--- src/rtl/if_fetch_ctrl_pkg.sv ---
// Shared constants and types for the instruction-fetch controller.
package if_fetch_ctrl_pkg;

   localparam int PC_TO_IT_WD  = 65;   // {excepttype, ce, pc}
   localparam int IC_TO_ID_WD  = 97;   // {valid, excepttype, pc, inst}
   localparam int STALL_W      = 6;    // global stall vector, bit 1 holds IF/ID
   localparam int EXC_ADEL_BIT = 16;   // instruction-address error flag in excepttype

   localparam logic [1:0] INST_SIZE_WORD = 2'b10;

   typedef enum logic [1:0] {
      IF_IDLE = 2'd0,
      IF_REQ  = 2'd1,
      IF_WAIT = 2'd2
   } if_state_e;

endpackage

--- src/rtl/if_fetch_ctrl_if.sv ---
// SRAM-like instruction port: the fetch controller is master, memory is slave.
interface if_fetch_ctrl_if #(
   parameter int ADDR_W = 32,
   parameter int DATA_W = 32
) ();

   logic              inst_req;
   logic [ADDR_W-1:0] inst_addr;
   logic              inst_wr;
   logic [1:0]        inst_size;
   logic              inst_addr_ok;
   logic              inst_data_ok;
   logic [DATA_W-1:0] inst_rdata;

   modport master (
      output inst_req, inst_addr, inst_wr, inst_size,
      input  inst_addr_ok, inst_data_ok, inst_rdata
   );

   modport slave (
      input  inst_req, inst_addr, inst_wr, inst_size,
      output inst_addr_ok, inst_data_ok, inst_rdata
   );

endinterface

--- src/rtl/if_fetch_ctrl_skid_buf.sv ---
// Single-entry holding register for a fetched word that arrives while decode is stalled.
module if_skid_buf #(
   parameter int WORD_W = 96
) (
   input  logic              clk,
   input  logic              rst_n,
   input  logic              load_i,
   input  logic              drain_i,
   input  logic              clear_i,
   input  logic [WORD_W-1:0] data_i,
   output logic              full_o,
   output logic [WORD_W-1:0] data_o
);

   logic              full_q;
   logic [WORD_W-1:0] data_q;

   // Clear wins over load; a drained entry only drops its full flag.
   always_ff @(posedge clk or negedge rst_n) begin
      if (!rst_n) begin
         full_q <= 1'b0;
         data_q <= '0;
      end else if (clear_i) begin
         full_q <= 1'b0;
      end else if (load_i) begin
         full_q <= 1'b1;
         data_q <= data_i;
      end else if (drain_i) begin
         full_q <= 1'b0;
      end
   end

   assign full_o = full_q;
   assign data_o = data_q;

endmodule

--- src/rtl/if_fetch_ctrl.sv ---
// Instruction-fetch sequencer: one outstanding read per PC, flush cancellation,
// and delivery to IF/ID through a one-entry skid buffer.
module if_fetch_ctrl
   import if_fetch_ctrl_pkg::*;
#(
   parameter int ADDR_W = 32,
   parameter int DATA_W = 32,
   parameter int EXC_W  = 32
) (
   input  logic                         clk,
   input  logic                         rst_n,
   input  logic [EXC_W+ADDR_W:0]        pc_to_ic_bus_i,
   input  logic [STALL_W-1:0]           stall_i,
   input  logic                         flush_i,
   output logic                         stallreq_if_o,
   if_fetch_ctrl_if.master              imem,
   output logic [EXC_W+ADDR_W+DATA_W:0] ic_to_id_bus_o
);

   localparam int WORD_W = EXC_W + ADDR_W + DATA_W;

   logic [ADDR_W-1:0] pc_in;
   logic              ce_in;
   logic [EXC_W-1:0]  exc_in;
   logic              adel_in;
   logic              id_hold;
   logic              unused_stall;

   assign pc_in   = pc_to_ic_bus_i[ADDR_W-1:0];
   assign ce_in   = pc_to_ic_bus_i[ADDR_W];
   assign exc_in  = pc_to_ic_bus_i[EXC_W+ADDR_W:ADDR_W+1];
   assign adel_in = exc_in[EXC_ADEL_BIT];
   assign id_hold = stall_i[1];
   assign unused_stall = ^{stall_i[STALL_W-1:2], stall_i[0]};

   if_state_e         state_q, state_d;
   logic              req_q, req_d;
   logic [ADDR_W-1:0] addr_q, addr_d;
   logic [ADDR_W-1:0] pc_q, pc_d;
   logic [EXC_W-1:0]  exc_q, exc_d;
   logic              cancel_q, cancel_d;
   logic [WORD_W:0]   out_q, out_d;

   logic              word_ok;     // uncancelled word returning this cycle
   logic              adel_ok;     // faulting PC presented without a bus read
   logic              skid_full;
   logic              skid_load;
   logic              skid_drain;
   logic [WORD_W-1:0] skid_data;

   if_skid_buf #(.WORD_W(WORD_W)) u_skid (
      .clk     (clk),
      .rst_n   (rst_n),
      .load_i  (skid_load),
      .drain_i (skid_drain),
      .clear_i (flush_i),
      .data_i  ({exc_q, pc_q, imem.inst_rdata}),
      .full_o  (skid_full),
      .data_o  (skid_data)
   );

   // Next-state logic: launch, hold the request until accepted, await data.
   always_comb begin
      state_d  = state_q;
      req_d    = req_q;
      addr_d   = addr_q;
      pc_d     = pc_q;
      exc_d    = exc_q;
      cancel_d = cancel_q;
      word_ok  = 1'b0;
      adel_ok  = 1'b0;
      unique case (state_q)
         IF_IDLE: begin
            // A pending skid entry must drain before anything new is fetched.
            if (ce_in && !flush_i && !skid_full) begin
               if (adel_in) begin
                  adel_ok = !id_hold;
               end else begin
                  state_d = IF_REQ;
                  req_d   = 1'b1;
                  addr_d  = pc_in;
                  pc_d    = pc_in;
                  exc_d   = exc_in;
               end
            end
         end
         IF_REQ: begin
            // The request is never withdrawn; a flush only marks it stale.
            if (flush_i) cancel_d = 1'b1;
            if (imem.inst_addr_ok) begin
               req_d   = 1'b0;
               state_d = IF_WAIT;
            end
         end
         IF_WAIT: begin
            if (imem.inst_data_ok) begin
               state_d  = IF_IDLE;
               cancel_d = 1'b0;
               word_ok  = !cancel_q && !flush_i;
            end else if (flush_i) begin
               cancel_d = 1'b1;
            end
         end
         default: state_d = IF_IDLE;
      endcase
   end

   // Hold the PC stage while its word is in flight or a buffered word blocks refetch.
   always_comb begin
      stallreq_if_o = 1'b0;
      unique case (state_q)
         IF_IDLE: stallreq_if_o = ce_in && skid_full;
         IF_REQ:  stallreq_if_o = 1'b1;
         IF_WAIT: stallreq_if_o = !word_ok;
         default: stallreq_if_o = 1'b0;
      endcase
   end

   // IF/ID output register: flush, hold, skid drain, new word, ADEL, then bubble.
   always_comb begin
      out_d      = out_q;
      skid_load  = 1'b0;
      skid_drain = 1'b0;
      if (flush_i) begin
         out_d = '0;
      end else if (id_hold) begin
         skid_load = word_ok;
      end else if (skid_full) begin
         out_d      = {1'b1, skid_data};
         skid_drain = 1'b1;
      end else if (word_ok) begin
         out_d = {1'b1, exc_q, pc_q, imem.inst_rdata};
      end else if (adel_ok) begin
         out_d = {1'b1, exc_in, pc_in, {DATA_W{1'b0}}};
      end else begin
         out_d = '0;
      end
   end

   // State registers.
   always_ff @(posedge clk or negedge rst_n) begin
      if (!rst_n) begin
         state_q  <= IF_IDLE;
         req_q    <= 1'b0;
         addr_q   <= '0;
         pc_q     <= '0;
         exc_q    <= '0;
         cancel_q <= 1'b0;
         out_q    <= '0;
      end else begin
         state_q  <= state_d;
         req_q    <= req_d;
         addr_q   <= addr_d;
         pc_q     <= pc_d;
         exc_q    <= exc_d;
         cancel_q <= cancel_d;
         out_q    <= out_d;
      end
   end

   assign imem.inst_req   = req_q;
   assign imem.inst_addr  = addr_q;
   assign imem.inst_wr    = 1'b0;
   assign imem.inst_size  = INST_SIZE_WORD;
   assign ic_to_id_bus_o  = out_q;

endmodule

--- src/flat_wrapper.sv ---
// flat-port wrapper written by rule: the top's interface ports become plain ports
module if_fetch_ctrl_flat import if_fetch_ctrl_pkg::*;
#(
   parameter int ADDR_W = 32,
   parameter int DATA_W = 32,
   parameter int EXC_W  = 32
)
  (clk, rst_n, pc_to_ic_bus_i, stall_i, flush_i, stallreq_if_o, ic_to_id_bus_o, imem_inst_req, imem_inst_addr, imem_inst_wr, imem_inst_size, imem_inst_addr_ok, imem_inst_data_ok, imem_inst_rdata);
  if_fetch_ctrl_if #(.ADDR_W(ADDR_W), .DATA_W(DATA_W)) imem_i ();
  input  logic clk;
  input  logic rst_n;
  input  logic [EXC_W+ADDR_W:0] pc_to_ic_bus_i;
  input  logic [STALL_W-1:0] stall_i;
  input  logic flush_i;
  output logic stallreq_if_o;
  output logic [EXC_W+ADDR_W+DATA_W:0] ic_to_id_bus_o;
  output wire logic [$bits(imem_i.inst_req)-1:0] imem_inst_req;
  output wire logic [$bits(imem_i.inst_addr)-1:0] imem_inst_addr;
  output wire logic [$bits(imem_i.inst_wr)-1:0] imem_inst_wr;
  output wire logic [$bits(imem_i.inst_size)-1:0] imem_inst_size;
  input wire logic [$bits(imem_i.inst_addr_ok)-1:0] imem_inst_addr_ok;
  input wire logic [$bits(imem_i.inst_data_ok)-1:0] imem_inst_data_ok;
  input wire logic [$bits(imem_i.inst_rdata)-1:0] imem_inst_rdata;
  assign imem_inst_req = imem_i.inst_req;
  assign imem_inst_addr = imem_i.inst_addr;
  assign imem_inst_wr = imem_i.inst_wr;
  assign imem_inst_size = imem_i.inst_size;
  assign imem_i.inst_addr_ok = imem_inst_addr_ok;
  assign imem_i.inst_data_ok = imem_inst_data_ok;
  assign imem_i.inst_rdata = imem_inst_rdata;
  if_fetch_ctrl #(.ADDR_W(ADDR_W), .DATA_W(DATA_W), .EXC_W(EXC_W)) u_core (.clk(clk), .rst_n(rst_n), .pc_to_ic_bus_i(pc_to_ic_bus_i), .stall_i(stall_i), .flush_i(flush_i), .stallreq_if_o(stallreq_if_o), .imem(imem_i), .ic_to_id_bus_o(ic_to_id_bus_o));
endmodule
--- config.mk ---
export PLATFORM = sky130hd
export DESIGN_NAME = if_fetch_ctrl_flat
export DESIGN_NICKNAME = d
export VERILOG_FILES = /design/src/rtl/if_fetch_ctrl_pkg.sv /design/src/rtl/if_fetch_ctrl_if.sv /design/src/rtl/if_fetch_ctrl_skid_buf.sv /design/src/rtl/if_fetch_ctrl.sv /design/src/flat_wrapper.sv
export SDC_FILE = /design/constraint.sdc
export NUM_CORES = 1
export LEC_CHECK = 0
export BUFFER_PORTS_ARGS = -buffer_cell sky130_fd_sc_hd__clkbuf_2
export CAP_MARGIN = 30
export CELL_PAD_IN_SITES_DETAIL_PLACEMENT = 2
export CELL_PAD_IN_SITES_GLOBAL_PLACEMENT = 2
export CORE_MARGIN = 5
export CORE_UTILIZATION = 40
export CTS_CLUSTER_SIZE = 8
export DETAILED_ROUTE_END_ITERATION = 16
export PLACE_DENSITY_LB_ADDON = 0.1
export SLEW_MARGIN = 10
export SYNTH_ARGS = -nofsm -noshare
export SYNTH_HDL_FRONTEND = slang
export SYNTH_HIERARCHICAL = 1
export SYNTH_SLANG_ARGS = --single-unit
export TNS_END_PERCENT = 10
--- constraint.sdc ---
create_clock -name clk -period 7.05 [get_ports clk]
set_input_delay 0.705 -clock clk [delete_from_list [all_inputs] [get_ports clk]]
set_output_delay 0.705 -clock clk [all_outputs]
set_load 0.1 [all_outputs]
; After elaboration in Yosys (flattened, before gate mapping)
; Index checks and enable logic that the tools add are counted.
[totals]
mem_bits_rw = 0
latchBits = 0
inputBits = 108
ff_bits = 260
wordCells = 65
memories = 0
out_inout_bits = 134
mem_bits_ro = 0
[op_classes]
bitwise = 2
n_addsub = 0
n_mul = 0
n_mux = 31
n_eq_ne = 7
shifts = 0
n_lt_le_gt_ge = 0
reduce_logical = 17
div = 0
[op_table]
columns = cell, n
row1 = 97-bit two-way mux, 5
row2 = 1-bit two-way mux, 18
row3 = 2-bit two-way mux, 4
row4 = 4-bit AND reduction, 2
row5 = "2-bit inequality test, second input constant", 3
row6 = 2-bit one-hot mux with 3 select lines, 1
row7 = 1-bit logical NOT, 5
row8 = 1-bit logical AND, 4
row9 = "2-bit by 1-bit inequality test with 1-bit output, second input constant", 2
row10 = 1-bit one-hot mux with 2 select lines, 2
row11 = 2-bit nonzero test, 2
row12 = 1-bit one-hot mux with 3 select lines, 1
row13 = 3-bit AND reduction, 1
row14 = 3-bit nonzero test, 1
row15 = "2-bit by 1-bit equality test with 1-bit output, second input constant", 1
row16 = "2-bit equality test, second input constant", 1
row17 = 2-bit logical NOT, 1
row18 = 1-bit NOT, 2
row19 = 2-bit AND reduction, 1

; Logic depth before layout (Yosys ltp)
; Gate-level depths: netlist of the first run.
[logic_depth]
depth_word = 10
depth_mapped = 11

; Cells and area by module
; Netlist of the first run, hierarchy kept.
[by_module_without_submodules]
columns = mod, n_inst, cells_each, area_per_inst_um2, seq_area_each_um2
row1 = if_fetch_ctrl, 1, 751, 8480.6, 4103.9
row2 = if_skid_buf, 1, 208, 3811.2, 2427.3

; Worst setup path after synthesis of the first run
; OpenSTA, ideal clock, no wires.
[synth_path]
path_kind = input to output
startpoint = in flush_i
endpoint = out stallreq_if_o
required_ns = 6.345
arrival_time_ns = 2.826
path_slack_ns = 3.519
cell_stages = 4
path_cell_list = clkbuf_1 > clkbuf_1 > o21ai_0 > a21oi_1
[synth_via]
elab_chain_len = 6
[synth_rtl]
columns = element, line
row1 = start: declaration, flat_wrapper.sv:14  ; input logic flush_i;
row2 = 1-bit logical NOT, if_fetch_ctrl.sv:99  ; word_ok = !cancel_q && !flush_i;
row3 = 1-bit logical AND, if_fetch_ctrl.sv:99
row4 = 1-bit two-way mux, if_fetch_ctrl.sv:96  ; if (imem.inst_data_ok) begin
row5 = 1-bit two-way mux, if_fetch_ctrl.sv:72  ; unique case (state_q)
row6 = 1-bit logical NOT, if_fetch_ctrl.sv:114  ; IF_WAIT: stallreq_if_o = !word_ok;
row7 = 1-bit one-hot mux with 3 select lines, if_fetch_ctrl.sv:111  ; unique case (state_q)
row8 = end: declaration, flat_wrapper.sv:15  ; output logic stallreq_if_o;
; Every way passes these cells.

; Worst setup path after layout of the first run
[layout_path]
startpoint = reg u_core.state_q[0]
endpoint = reg u_core.u_skid.data_q[15], in the netlist u_core/u_skid/data_o[15]
[layout_via]
elab_chain_len = 5
[layout_rtl]
columns = element, line
row1 = start: declaration, if_fetch_ctrl.sv:36  ; if_state_e state_q, state_d;
row2 = start signal: assignment, if_fetch_ctrl.sv:151  ; state_q <= state_d;
row3 = 2-bit equality test, if_fetch_ctrl.sv:72
row4 = 1-bit two-way mux, if_fetch_ctrl.sv:72
row5 = 1-bit two-way mux, if_fetch_ctrl.sv:126  ; end else if (id_hold) begin
row6 = 1-bit two-way mux, if_fetch_ctrl.sv:124  ; if (flush_i) begin
row7 = via u_core.skid_load, if_fetch_ctrl.sv:47  ; logic skid_load;
row8 = 2-bit AND reduction (no line), -
row9 = end signal: assignment, if_fetch_ctrl_skid_buf.sv:27  ; data_q <= data_i;
row10 = end: declaration, if_fetch_ctrl_skid_buf.sv:16  ; logic [WORD_W-1:0] data_q;
; The timed path passes the listed nets, and every way through them passes these cells.
; A chain may end at the register's enable or synchronous reset.

==> results of run 1 <==
cells by family (layout without fill, tap and decap cells):
family                     after synthesis  after routing
AOI/OAI and AO/OA                      265            265
other                                    2              5
adders and majority gates                5              5
muxes                                  160            160
buffers and inverters                  145            333
DFF                                    261            261
and+or+nand+nor                        121            121
layout make-up:
type	count	area share (%)
Sequential cell	261	44.9
Multi-Input combinational cell	555	34.4
Inverter	38	0.980
Timing Repair Buffer	252	9.39
Clock inverter	1	0.0602
Tap cell	396	3.41
Clock buffer	42	6.85
Antenna cell	1	0.0172
per-layer routing:
metal	GRT usage [%]	share of wire, %	vias up
li1	-	-	4079
met1	30.9	43	5016
met2	38.5	48	261
met3	5.87	6.5	73
met4	7.19	2.2	10
met5	0	0.16	-
path summary, 6_finish.rpt:
| check | from | endpoint |
|---|---|---|
| max | u_core/state_q[0] | u_core/u_skid/data_o[15] |
| min | rst_n | u_core/u_skid/data_o[70] |
| max reg2reg | u_core/state_q[0] | u_core/u_skid/data_o[15] |
| min reg2reg | u_core/u_skid/data_o[9] | u_core/u_skid/data_o[9] |
| max in group asynchronous | rst_n | u_core/ic_to_id_bus_o[91] |
| min in group clk | pc_to_ic_bus_i[39] | u_core/exc_q[6] |
power groups by stage:
stage | clock (W) | combinational [W] | sequential [W]
2_1_floorplan | 0 | 0.000684 | 0.00282
3_3_place_gp | 0 | 0.00177 | 0.00208
3_5_place_dp | 0 | 0.00180 | 0.00210
4_1_cts | 0.00167 | 0.00181 | 0.00209
5_1_grt | 0.00174 | 0.00188 | 0.00213
6_report | 0.00162 | 0.00180 | 0.00209
registers in the layout, summed over array words and instances (netlist names):
signal and count:
u_core/ic_to_id_bus_o 97, u_core/u_skid/data_o 96, u_core/pc_q 32, u_core/exc_q 31
u_core/state_q 2, u_core/cancel_q 1, u_core/imem.inst_req 1, u_core/u_skid/full_o 1
critical path, stage by stage, from the launching register on:
cell and delay [ps]:
dfrtp_1 430, inv_1 110, ha_1 300, nand4bb_4 120
buf_4 400, nor2_1 260, nor2b_4 830, buf_4 520
mux2_2 400
per-stage QoR:
step           util (%)  cell area [um^2]  instances
6_report           47.8             14500       1546
2_1_floorplan         -             12300        961
5_1_grt            47.8             14500       1546
3_5_place_dp       44.3             13500       1500
3_3_place_gp       44.3             13500       1500
4_1_cts            47.6             14500       1543
synth_stat cells:
cell type and number:
buf_12 10, mux2_4 100, buf_4 13, and2_1 1, o32a_1 1, a2111oi_0 1
nand2_1 2, or4b_1 1, nor2b_1 5, a31oi_1 2, a221oi_1 96, nor2b_2 1
clkbuf_1 44, nand3_1 34, buf_6 2, and3b_1 1, nor3_1 1, ha_1 5
nand4bb_1 1, buf_1 3, buf_8 1, a2111oi_4 1, a211oi_1 61, o221ai_1 2
a21oi_1 38, mux2_2 59, o21ai_0 1, buf_2 34, mux2_1 1, o22ai_1 61
nor4_1 1, nand4_1 63, nand2b_1 3, nor2_1 4, dfrtp_1 261, conb_1 2
and4bb_1 2, o211ai_1 1, inv_1 38, or3b_4 1
layout by cell type, fill, tap and decap left out, drive strengths merged, types with 2 or more instances in the layout:
cell type	synthesis	routed
clkbuf	44	273
dfrtp	261	261
mux2	160	160
a221oi	96	96
nand4	63	63
o22ai	61	61
a211oi	61	61
inv	38	39
a21oi	38	38
nand3	34	34
buf	63	21
nor2b	6	6
ha	5	5
conb	2	4
nor2	4	4
nand2b	3	3
a31oi	2	2
nand2	2	2
o221ai	2	2
and4bb	2	2
a2111oi	2	2
==> flow_summary.toml, run 1 <==
[power]
power.switching_w = 0.00219
p_leak_nw = 6.61
clkPwrFrac_pct = 29.5
internal-power_w = 0.00333
ir_drop_uv = 240
power_w = 0.00551
combPwrFrac_pct = 32.7
p_seq_share_pct = 37.9
switching_share_pct = 39.6
cellPowerDensity_nw_per_um2 = 379

[clocking]
cts_tree = "built"
cts_hold_buf = 0
clk_latency_ps = 510
clkTransAtPathRegs_ps = 50
cts_setup_buffers = 0
cts-root-buf = "clkbuf_16"
cts_resized = 0
numCtsBuffers = 38
cts_max_level = 2
clock_sinks = 261
cts_buffer_depth = 3

[sta]
setup_ws_ps = 3500
final_hold_viol_count = 0
slew_violations = 0
fmax_mhz = 282
setup_tns_ps = 0
skew_ps = 13.4
rsz0062_at_grt = "false"
fin_crit_ps = 3550
slew_headroom_pct = 31.5
holdWs_ps = 284
tightest_slew_ps = 1030
period_share_pct = 50.3
setup_violations = 0

[critical_path]
required_ps = 7430
endpoint_kind = "flip-flop"
crit_fanout = 65
cp_data_arrival_time_ps = 3930
critPathLaunchType = "flip-flop"
rrSetupSlack_ps = 3500
critPathKind = "flip-flop to flip-flop"
r2r_cells = 8

[job]
cap_violations = 0

[cells_and_area]
post_route_cells_drive_above_1_share_pct = 40.5
area_growth_pct = 18.4
multi_input_area_um2 = 5000
seq_area_um2 = 6540
fillers = 3055
fin_nets = 1259

[floorplan]
die-area_um2 = 34300
rows = 64
floorplan.die.width_um = 185
boundaryPins = 242
core_um2 = 30400
die-height_um = 185
start_util_pct = 40.4

[drt]
first_pass_iters = 4
routedWlPerCell_um = 26.3
first_iter_violations = 470
vias_per_cell = 6.11
drc = 0
vias = 9439
routed_wl_mm = 40.6
detail-route-antenna-nets = 0

[synth]
yosys-mux-area-fraction_pct = 17.7
synth_cells = 959
ys_types = 40
syn_area_per_cell_um2 = 12.8
synth_adder_area_share_pct = 0.509
synth_area_leaders = "dfrtp_1 53%, mux2_4 12%, a221oi_1 6.8%"
yosys.area_share.simple_pct = 5.93
ys_ff_latch = 261
synth_compound_area_share_pct = 15.9
yosysWarnings = 6
yosysTopAreaCellShare_pct = 53.1
synth-xor-area-share_pct = 0
synth_top_family_by_area = "multiplexers"
synthesis.area_um2 = 12300
synth_area_leader_cell = "dfrtp_1"
synth_seq_area_share_pct = 53.1

[global_route]
grt_antenna_before_repair = 6
overflow = 0
grt_usage_pct = 23.5
grt_pass1_vias = 10800
grt_max_degree = 128
grt_pass1_wl_mm = 64.0

[hold_path]
min-delay-path-class = "primary input to async pin"

[outcome]
status = "finished, final reports clean"

[placed_design]
pre_cts_slack_ps = 2960
port_buffers = 233
dpl.hpwl_mm = 22.8
gp_routability_congestion = 0.725
Power figures use the tool's default switching activity.
==> inputs of run 2 (changes only) <==
--- a/config.mk
+++ b/config.mk
@@ -10,7 +10,7 @@
 export CELL_PAD_IN_SITES_DETAIL_PLACEMENT = 2
 export CELL_PAD_IN_SITES_GLOBAL_PLACEMENT = 2
 export CORE_MARGIN = 5
-export CORE_UTILIZATION = 40
+export CORE_UTILIZATION = 34
 export CTS_CLUSTER_SIZE = 8
 export DETAILED_ROUTE_END_ITERATION = 16
 export PLACE_DENSITY_LB_ADDON = 0.1
==> constraint.sdc (replaced) <==
create_clock -name clk -period 3 [get_ports clk]
set_input_delay 0.3 -clock clk [delete_from_list [all_inputs] [get_ports clk]]
set_output_delay 0.3 -clock clk [all_outputs]
set_load 0.1 [all_outputs]
==> run 2 against run 1 <==
Clock skew decreased by 4.4 ps. Cell count grew 5.0%. Combinational power up 140%. Count of clock-buffer cells in the layout grew 3. Die area increased by 17%. First-iteration DRC count fell by 27%. Worst setup slack worse by 3000 ps. Register-to-register slack got worse by 2800 ps. Routed wire length up 2.9%. Highest routed layer unchanged.
==> flow_summary.toml, run 2 (synthesis results as in run 1) <==
[cells_and_area]
most-common-layout-cells = "260 x dfrtp_1, 231 x clkbuf_2, 100 x mux2_4"
area_growth_pct = 20.2
multi_input_area_um2 = 5000
final_util_pct = 41.4
post_route_cells_drive_above_1_share_pct = 40.8
largest_register_ffs = 97
fin_nets = 1268
seq_area_um2 = 6540
fillers = 3614
layout_commonest_cell = "dfrtp_1"
layout.cells.non_filler = 1623

[global_route]
grt_max_degree = 74
grt_pass1_vias = 10700
grt_pass1_wl_mm = 65.5
overflow = 0
grt_antenna_before_repair = 6
grt_usage_pct = 20.4

[drt]
routedWlPerCell_um = 25.8
drc = 0
vias = 9307
vias_per_cell = 5.73
detail-route-antenna-nets = 0
first_pass_iters = 4
first_iter_violations = 344
routed_wl_mm = 41.8

[floorplan]
boundaryPins = 242
rows = 69
start_util_pct = 34.5
floorplan.die.width_um = 200
die-area_um2 = 40100
die-height_um = 200
core_um2 = 35700

[hold_path]
min-delay-path-class = "primary input to flip-flop"
min_from = "pc_to_ic_bus_i[61]"

[sta]
fmax_mhz = 405
tightest_slew_ps = 989
setup_tns_ps = 0
fin_crit_ps = 2470
slew_violations = 0
period_share_pct = 82.4
setup_violations = 0
rsz0062_at_grt = "false"
slew_headroom_pct = 34.1
skew_ps = 8.93
setup_ws_ps = 529
final_hold_viol_count = 0

[power]
power_w = 0.0131
cellPowerDensity_nw_per_um2 = 883
ir_drop_uv = 470
p_leak_nw = 6.67

[clocking]
numCtsBuffers = 38
cts_resized = 0
clkTransAtPathRegs_ps = 50
clock_sinks = 261
clk_latency_ps = 520
cts-root-buf = "clkbuf_16"
cts_buffer_depth = 3
cts_max_level = 2
cts_tree = "built"

[placed_design]
port_buffers = 233
gp_routability_congestion = 0.730
pre_cts_slack_ps = 649
dpl.hpwl_mm = 24.6
dp_cells = 1575

[critical_path]
critPathLaunchType = "flip-flop"
critPathLaunch = "u_core/state_q[0]"
endpoint_kind = "primary output"
crit_fanout = 7
reg2reg_from = "u_core/state_q[0]"
critPathKind = "flip-flop to primary output"
required_ps = 2700
cp_data_arrival_time_ps = 2170

[job]
cap_violations = 0

[outcome]
status = "finished, final reports clean"
==> run 2: final cells by class <==
class	instances	share of cell area (%)
Multi-Input combinational cell	555	33.8
Sequential cell	261	44.2
Antenna cell	2	0.0339
Clock buffer	45	7.04
Tap cell	461	3.90
Timing Repair Buffer	261	10.0
Inverter	38	0.965
==> run 2: power breakdown <==
group | internal, W | total, W | switching [W]
registers | 0.00425 | 0.00490 | 0.000650
logic | 0.00128 | 0.00425 | 0.00297
clock network | 0.00240 | 0.00390 | 0.00151
==> run 2: layer usage <==
metal	track usage, %	share of wire (%)	wire, um	vias to the layer above
li1	-	-	-	4093
met1	26.6	44	18400	4924
met2	34.1	48	20000	230
met3	5.66	6.2	2570	52
met4	4.79	1.7	729	8
met5	0	0.11	44	-
==> run 2: repair_timing <==
| action | 4_1_cts | 5_1_grt |
|---|---|---|
| endpoints found under the hold margin | 68 | 0 |
| hold buffers | 1 | 0 |
| buffers inserted | 0 | 0 |
==> run 2: through the flow <==
stage	hold WS [ps]	area (um^2)
finish	27.3	14800
global route	10.9	14800
CTS	0.373	14800
detailed placement	319	13700
global placement	329	13700
floorplan	4.41	12300
==> run 2: worst paths after layout <==
kind	endpoint	slack, ps	cells after the start
setup reg to reg	u_core/u_skid/data_o[34]	670	7
max in group asynchronous	u_core/ic_to_id_bus_o[48]	1840	3
min in group asynchronous	u_core/exc_q[3]	350	2
hold reg to reg	u_core/u_skid/data_o[8]	500	1
setup / recovery	stallreq_if_o	530	5
hold / removal	u_core/exc_q[28]	30	2
==> run 2: critical path: stages, from the launching register on <==
cell and delay, ps:
dfrtp_1 430, inv_1 100, ha_1 320, a31oi_1 130, a21oi_1 190, clkbuf_2 480
